**config.mk**
```make
export PLATFORM = sky130hd
export DESIGN_NAME = alu_issue_stage
export DESIGN_NICKNAME = d
export VERILOG_FILES = /design/src/rtl/alu_issue_stage.sv
export SDC_FILE = /design/constraint.sdc
export NUM_CORES = 1
export LEC_CHECK = 0
export CAP_MARGIN = 20
export CORE_UTILIZATION = 40
export DETAILED_ROUTE_END_ITERATION = 6
export PLACE_DENSITY = 0.71
export SLEW_MARGIN = 25
export SYNTH_ARGS = -nofsm -noshare
export SYNTH_HDL_FRONTEND = slang
export SYNTH_SLANG_ARGS = --single-unit
export TNS_END_PERCENT = 10
```
**constraint.sdc**
```tcl
create_clock -name clk -period 2.33 [get_ports clk]
set_input_delay 0.233 -clock clk [delete_from_list [all_inputs] [get_ports clk]]
set_output_delay 0.233 -clock clk [all_outputs]
set_load 0.005 [all_outputs]
```
**src/rtl/alu_issue_stage.sv**
```systemverilog
// ALU issue stage: decodes RV32I fields into an ALU op, selects operands and buffers them into EX
// through a two-entry skid buffer. Define ALU_ISSUE_STRICT_DECODE_EN to reject non-canonical funct7.
module alu_issue_stage #(
  parameter int unsigned XLEN = 32
) (
  input  logic            clk,
  input  logic            rst,
  input  logic            flush,
  input  logic            in_valid,
  output logic            in_ready,
  input  logic [31:0]     instr,
  input  logic [XLEN-1:0] pc,
  input  logic [XLEN-1:0] rs1_data,
  input  logic [XLEN-1:0] rs2_data,
  input  logic [XLEN-1:0] imm,
  output logic            out_valid,
  input  logic            out_ready,
  output logic [3:0]      alu_op,
  output logic [XLEN-1:0] alu_in1,
  output logic [XLEN-1:0] alu_in2,
  output logic            is_branch,
  output logic            br_on_zero,
  output logic            illegal
);

  localparam logic [3:0] OpAdd     = 4'b0000;
  localparam logic [3:0] OpSub     = 4'b0001;
  localparam logic [3:0] OpAnd     = 4'b0010;
  localparam logic [3:0] OpOr      = 4'b0011;
  localparam logic [3:0] OpXor     = 4'b0100;
  localparam logic [3:0] OpUHighEq = 4'b0111;
  localparam logic [3:0] OpSHighEq = 4'b1000;
  localparam logic [3:0] OpULower  = 4'b1001;
  localparam logic [3:0] OpSLower  = 4'b1010;
  localparam logic [3:0] OpSll     = 4'b1101;
  localparam logic [3:0] OpSrl     = 4'b1110;
  localparam logic [3:0] OpSra     = 4'b1111;

  localparam logic [6:0] OpcOp     = 7'b0110011;
  localparam logic [6:0] OpcOpImm  = 7'b0010011;
  localparam logic [6:0] OpcLoad   = 7'b0000011;
  localparam logic [6:0] OpcStore  = 7'b0100011;
  localparam logic [6:0] OpcLui    = 7'b0110111;
  localparam logic [6:0] OpcAuipc  = 7'b0010111;
  localparam logic [6:0] OpcJal    = 7'b1101111;
  localparam logic [6:0] OpcJalr   = 7'b1100111;
  localparam logic [6:0] OpcBranch = 7'b1100011;

  localparam logic [1:0] StEmpty = 2'd0;
  localparam logic [1:0] StOne   = 2'd1;
  localparam logic [1:0] StFull  = 2'd2;

  typedef struct packed {
    logic [3:0]      op;
    logic [XLEN-1:0] in1;
    logic [XLEN-1:0] in2;
    logic            br;
    logic            boz;
    logic            ill;
  } entry_t;

  logic [6:0]      opcode;
  logic [2:0]      funct3;
  logic            alt;
  logic [XLEN-1:0] rs2_shamt;
  logic [XLEN-1:0] imm_shamt;
  logic            unused_instr;
  entry_t          dec;

  assign opcode    = instr[6:0];
  assign funct3    = instr[14:12];
  assign alt       = instr[30];
  assign rs2_shamt = {{(XLEN-5){1'b0}}, rs2_data[4:0]};
  assign imm_shamt = {{(XLEN-5){1'b0}}, imm[4:0]};
  assign unused_instr = ^instr[31:7];

  always_comb begin
    dec = '0;
    case (opcode)
      OpcOp, OpcOpImm: begin
        dec.in1 = rs1_data;
        dec.in2 = (opcode == OpcOp) ? rs2_data : imm;
        case (funct3)
          3'b000: dec.op = (alt && opcode == OpcOp) ? OpSub : OpAdd;
          3'b001: begin
            dec.op  = OpSll;
            dec.in2 = (opcode == OpcOp) ? rs2_shamt : imm_shamt;
          end
          3'b010: dec.op = OpSLower;
          3'b011: dec.op = OpULower;
          3'b100: dec.op = OpXor;
          3'b101: begin
            dec.op  = alt ? OpSra : OpSrl;
            dec.in2 = (opcode == OpcOp) ? rs2_shamt : imm_shamt;
          end
          3'b110: dec.op = OpOr;
          default: dec.op = OpAnd;
        endcase
`ifdef ALU_ISSUE_STRICT_DECODE_EN
        if (opcode == OpcOp) begin
          if (!(instr[31:25] == 7'b0000000 ||
                (instr[31:25] == 7'b0100000 && (funct3 == 3'b000 || funct3 == 3'b101)))) begin
            dec.ill = 1'b1;
          end
        end else if (funct3 == 3'b001) begin
          if (instr[31:25] != 7'b0000000) dec.ill = 1'b1;
        end else if (funct3 == 3'b101) begin
          if (instr[31:25] != 7'b0000000 && instr[31:25] != 7'b0100000) dec.ill = 1'b1;
        end
`endif
      end
      OpcLoad, OpcStore: begin
        dec.in1 = rs1_data;
        dec.in2 = imm;
      end
      OpcLui: dec.in2 = imm;
      OpcAuipc: begin
        dec.in1 = pc;
        dec.in2 = imm;
      end
      OpcJal, OpcJalr: begin
        dec.in1 = pc;
        dec.in2 = XLEN'(4);
      end
      OpcBranch: begin
        dec.in1 = rs1_data;
        dec.in2 = rs2_data;
        dec.br  = 1'b1;
        case (funct3)
          3'b000: begin
            dec.op  = OpSub;
            dec.boz = 1'b1;
          end
          3'b001: dec.op = OpSub;
          3'b100: dec.op = OpSLower;
          3'b101: dec.op = OpSHighEq;
          3'b110: dec.op = OpULower;
          3'b111: dec.op = OpUHighEq;
          default: dec.ill = 1'b1;
        endcase
      end
      default: dec.ill = 1'b1;
    endcase
    // Illegal encodings always issue as a harmless ADD of zeros.
    if (dec.ill) begin
      dec     = '0;
      dec.ill = 1'b1;
    end
  end

  logic [1:0] state_q, state_d;
  entry_t     main_q, main_d, skid_q;
  logic       main_we, skid_we;
  logic       accept, drain;

  assign in_ready  = (state_q != StFull);
  assign out_valid = (state_q != StEmpty);
  assign accept    = in_valid && in_ready;
  assign drain     = out_valid && out_ready;

  always_comb begin
    state_d = state_q;
    main_d  = dec;
    main_we = 1'b0;
    skid_we = 1'b0;
    case (state_q)
      StEmpty: begin
        if (accept) begin
          state_d = StOne;
          main_we = 1'b1;
        end
      end
      StOne: begin
        if (accept && drain) begin
          main_we = 1'b1;
        end else if (accept) begin
          state_d = StFull;
          skid_we = 1'b1;
        end else if (drain) begin
          state_d = StEmpty;
        end
      end
      StFull: begin
        if (drain) begin
          state_d = StOne;
          main_d  = skid_q;
          main_we = 1'b1;
        end
      end
      default: state_d = StEmpty;
    endcase
  end

  always_ff @(posedge clk) begin
    if (rst) begin
      state_q <= StEmpty;
      main_q  <= '0;
      skid_q  <= '0;
    end else if (flush) begin
      state_q <= StEmpty;
    end else begin
      state_q <= state_d;
      if (main_we) main_q <= main_d;
      if (skid_we) skid_q <= dec;
    end
  end

  assign alu_op     = main_q.op;
  assign alu_in1    = main_q.in1;
  assign alu_in2    = main_q.in2;
  assign is_branch  = main_q.br;
  assign br_on_zero = main_q.boz;
  assign illegal    = main_q.ill;

endmodule

```
==> impl_metrics.toml, run 1 <==
[yosys]
syn_area_per_cell_um2 = 7.823
synth_cell_types = 43
synth_area_mm2 = 0.007283
ys_ff_latch = 144
ys.flop_type = "dfxtp_1"
yosysWarnings = 0
synth_top_area_share_pct = 39.58
ys_top_cells_by_area = "dfxtp_1, a21oi_1, a211oi_1, o211ai_1, a21boi_0"
syn_nets = 1096
synth_cells = 931
seq_area_frac_synth_pct = 39.58
synthArstFlopShare_pct = 0
synth_top_area_cell = "dfxtp_1"
synth_edf_count = 0

[die]
core_mm2 = 0.01754
die-area_mm2 = 0.01875
die_w_um = 136.9
rows = 48
initial_core_util_pct = 41.53
ioPinCount = 238
dieHeight_um = 136.9

[drt]
vias = 7781
post_drt_wl_per_cell_um = 17.42
vias_per_cell = 5.705
dr.first_iter.drc_count = 529
ant_nets = 0
drt_first_pass_iters = 5
route.detailed.drc = 0
postRouteWirelength_mm = 23.76

[global_routing]
grtUsageMet1_pct = 31.23
gr-total-overflow = 0
grt.total_usage_pct = 25.15
grt.busiest_layer = "met2"
grt_pass1_vias = 7392
grt_pass1_wl_mm = 36.96
grt_max_degree = 55
grt_util_met3_pct = 4.704
antenna_found_initial = 0
met2_usage_pct = 42.90

[sta]
worst_slew_pin_slew_ns = 0.5411
whs_ns = 0.2840
clock_skew_ns = 0.005859
maxSlewHeadroom_pct = 63.93
rsz0062_at_grt = "no"
setup_tns_ns = 0
min_period_ns = 1.941
timing.final.ws_setup_ns = 0.3895
fmax_ghz = 0.5153
final-setup-viol-count = 0
period_share_pct = 83.28
drv_slew = 0
hold_violations = 0

[worst_setup_path]
cp.required_ns = 2.66
r2r_end = "skid_q[25]"
cpLargestDelayFamily = "buffers and inverters"
worstReg2RegStart = "state_q[1]"
critPathBufInv = 3
timing.critical_path.to = "alu_in1[6]"
start_kind = "primary input"
cpMaxStageDelayCell = "clkdlybuf4s50_1"
reg2reg_slack_ns = 0.49
worst-r2r-cell-count = 5
crit_path_max_fanout = 32
crit_cells = 8
critPathLaunch = "instr[0]"
crit_chain = "clkdlybuf4s50_1 -> nor4bb_1 -> buf_4 -> a21boi_2 -> buf_4 -> and2_1 -> o21ai_0 -> a211oi_1"
cpPeakStageDelay_ns = 0.48
crit_arrival_ns = 2.27
cpMostUsedCell = "buf_4"
crit_type = "in2reg"
worst_setup_path_end_kind = "register"

[clock_tree]
post_cts_resized = 0
path_clk_slew_ns = 0.06
cts_setup_buffers = 0
cts_buffers = 17
clock-root-buffer = "clkbuf_16"
h-tree-depth = 4
cts_tree = "done"
postCtsHoldBufs = 0
cts_buffer_depth = 2
insertion_delay_ns = 0.42
cts_sinks = 144

[pwr]
total_power_mw = 6.443
p_per_area_mw_per_mm2 = 606.4
power.leakage_nw = 3.557
vdd_drop_max_mv = 0.4956

[layout]
finish.net_count = 1291
n_antenna_cell = 0
final_common_cell = "clkdlybuf4s50_1"
area_growth_pct = 45.87
final_util_pct = 60.58
drive_above_1_share_pct = 8.516
instances_no_fill = 1364
final_cell_mix = "clkdlybuf4s50_1, dfxtp_1, a21oi_1"
design_area_mm2 = 0.01062

[placed_design]
dp_cells = 1332
place_area_mm2 = 0.009995
post-place-ws_ns = -0.02273
place.gp.congestion = 0.8763
io_buffers = 216
place_hpwl_mm = 15.30

[job]
drv_cap = 0

[status]
outcome = "completed"

[min_path]
hp-class = "in2reg"
-- metal layers --
layer  share of wire (%)  vias to the layer above
met1                  43                     3669
li1                    -                     3775
met4                 1.6                        0
met5                   0                        -
met3                 7.8                       29
met2                  48                      308
-- how the worst min path moves through the flow --
stage,depth (start not counted),from,end
CTS,2,rst,skid_q[2]
global placement,2,skid_q[60],skid_q[60]
detailed placement,2,skid_q[36],skid_q[36]
floorplan,1,flush,state_q[0]
finish,2,rst,skid_q[2]
global route,2,rst,skid_q[68]
-- report_power, final --
part           switching [mW]  internal (mW)  total [mW]
clock                    1.09           1.83        2.92
combinational           0.384          0.542       0.926
sequential             0.0531           2.55        2.60
total                    1.52           4.92        6.44
-- registers in the layout (all words and copies together) (netlist names) --
| signal | flops |
|---|---|
| is_branch | 1 |
| alu_op | 4 |
| alu_in1 | 32 |
| alu_in2 | 32 |
| illegal | 1 |
| state_q | 2 |
| skid_q | 71 |
| br_on_zero | 1 |
-- synth_stat cells (all sizes together) (3+ instances only) --
| library cell | count |
|---|---|
| dfxtp | 144 |
| a21oi | 135 |
| nand2 | 82 |
| nor2 | 78 |
| clkbuf | 77 |
| o21ai | 68 |
| a211oi | 64 |
| o211ai | 63 |
| a21boi | 60 |
| and2 | 34 |
| nor3b | 27 |
| buf | 18 |
| nand3 | 12 |
| nand4 | 10 |
| nor3 | 9 |
| nand2b | 7 |
| nand3b | 5 |
| nor2b | 5 |
| and3b | 3 |
| nand4b | 3 |
-- worst reg2reg max path, cell delays in order, from the launching register on --
cell and delay (ns):
dfxtp_1 0.37, nand2b_1 0.21, or3_2 0.64, buf_4 0.31
nand2_1 0.12, a21oi_1 0.06
-- cells by family (layout without fill, tap and decap cells) --
kind of cell / Yosys count / after routing / synth area share [%]
xor gates and xnor gates: 1 / 1 / 0.1203
buffers and inverters: 96 / 304 / 5.549
and+or+nand+nor: 284 / 284 / 19.46
AOI/OAI and AO/OA: 406 / 406 / 35.29
DFF: 144 / 144 / 39.58
-- area by class of cell --
class	count	area [µm²]
multi-input combinational	691	4016
tap	225	281.5
clock inverter	12	182.7
timing repair buffer	271	2810
inverter	1	3.754
fill	1576	6913
sequential	144	2883
clock buffer	20	446.7
Power figures use the tool's default switching activity.
==> run 2, diff against run 1 <==
- clock period: 2.33 -> 1.9 ns (I/O delays scaled with it)
==> impl_metrics.toml, run 2 (synthesis gave the netlist of run 1 again) <==
[status]
outcome = "completed"

[min_path]
min_to = "illegal"
holdPathStages = 3
hp-class = "in2reg"
min-delay-start = "rst"

[clock_tree]
cts_sinks = 144
h-tree-depth = 4
clock-root-buffer = "clkbuf_16"
path_clk_slew_ns = 0.06
cts_buffers = 17
cts_buffer_depth = 2
insertion_delay_ns = 0.43
cts_tree = "done"

[drt]
route.detailed.drc = 0
vias = 7966
vias_per_cell = 5.678
postRouteWirelength_mm = 25.34
drt_first_pass_iters = 5
ant_nets = 0
post_drt_wl_per_cell_um = 18.06
dr.first_iter.drc_count = 576

[worst_setup_path]
worstReg2RegStart = "state_q[1]"
reg2reg_slack_ns = 0.09
r2r_end = "skid_q[2]"
crit_path_max_fanout = 16
crit_arrival_ns = 2.19
cp.required_ns = 2.24
worst_setup_path_end_kind = "register"
worst-r2r-cell-count = 6
critPathLaunch = "instr[2]"
crit_type = "in2reg"
start_kind = "primary input"

[layout]
seqCellArea_mm2 = 0.002883
final_cell_mix = "clkdlybuf4s50_1, dfxtp_1, a21oi_1"
multi_input_area_mm2 = 0.004078
final_common_cell = "clkdlybuf4s50_1"
fillerInstances = 1513
final_util_pct = 64.12
drive_above_1_share_pct = 12.39
regMostFlops = "skid_q"
finish.net_count = 1330
area_growth_pct = 54.39
n_antenna_cell = 0
largest_reg_flops = 71

[sta]
fmax_ghz = 0.5390
drv_slew = 0
final-setup-viol-count = 0
min_period_ns = 1.855
rsz0062_at_grt = "yes"
maxSlewHeadroom_pct = 78.20
period_share_pct = 97.65
worst_slew_pin_slew_ns = 0.3188
hold_violations = 0
clock_skew_ns = 0.007580

[global_routing]
grt_max_degree = 67
gr-total-overflow = 0
grt_pass1_vias = 7507
grt_pass1_wl_mm = 38.12
grt.total_usage_pct = 26.05
antenna_found_initial = 0

[placed_design]
io_buffers = 216
place_hpwl_mm = 16.26
place.gp.congestion = 0.8652

[pwr]
p_per_area_mw_per_mm2 = 741.8
vdd_drop_max_mv = 0.7196
power.leakage_nw = 3.910
total_power_mw = 8.341

[die]
die_w_um = 136.9
rows = 48
dieHeight_um = 136.9
initial_core_util_pct = 41.53
ioPinCount = 238
core_mm2 = 0.01754
die-area_mm2 = 0.01875

[job]
drv_cap = 0
## run 2: worst max-delay path by stage
stage                  endpoint  slack [ns]  cells after the start
floorplan            alu_in2[2]        0.10                      7
detailed placement  alu_in2[14]       -0.44                      8
CTS                  alu_in2[2]       0.007                      8
global placement     alu_in2[3]       -0.39                      8
finish              alu_in1[18]        0.04                      9
global route         alu_in2[2]      -0.008                      8
## run 2: metal layers
layer	track usage, %	share of wire, %	vias up	wire length [µm]
met1	33.71	44	3762	11110
met2	42.79	47	310	11960
met3	5.519	7.4	37	1881
met5	0	0	-	0
met4	8.791	1.6	0	394
li1	-	-	3857	-
## run 2: layout make-up
| type | count | area share [%] |
|---|---|---|
| Tap cell | 225 | 2.504 |
| Clock buffer | 23 | 4.429 |
| Sequential cell | 144 | 25.64 |
| Multi-Input combinational cell | 691 | 36.26 |
| Clock inverter | 9 | 1.780 |
| Timing Repair Buffer | 310 | 29.35 |
| Inverter | 1 | 0.03338 |
## run 2: worst max-delay path, stage by stage
cell	delay, ns
clkdlybuf4s50_1	0.44
nor4bb_2	0.28
buf_4	0.17
a21boi_4	0.21
o311a_4	0.28
buf_12	0.13
clkbuf_16	0.16
o21ai_0	0.08
a211oi_1	0.25
## run 2: report_power, final
part	internal [mW]	switching [mW]	total, mW
combinational	0.727	0.499	1.23
sequential	3.13	0.0661	3.19
clock	2.64	1.29	3.92
## run 2: what timing repair did
action | 4_1_cts | 5_1_grt
hold buffers | 0 | 0
gates resized for setup | 1 | 25
buffers inserted | 0 | 4
setup endpoints to repair | 1 | 104
pin swaps | 0 | 6
gates cloned | 0 | 3
## run 2: through the flow
| step | hold WS, ns | setup WS [ns] | TNS, ns | instances | cell area [µm²] |
|---|---|---|---|---|---|
| final | 0.2565 | 0.04462 | 0 | 1403 | 11240 |
| after global routing | 0.2563 | -0.007615 | -0.02703 | 1403 | 11240 |
| after CTS | 0.2441 | 0.007347 | 0 | 1396 | 11050 |
| after detailed placement | 0.4434 | -0.4387 | -44.65 | 1364 | 10350 |
| after global placement | 0.4385 | -0.3895 | -40.11 | 1364 | 10350 |
| after floorplan | 0.2693 | 0.1005 | 0 | 931 | 7283 |
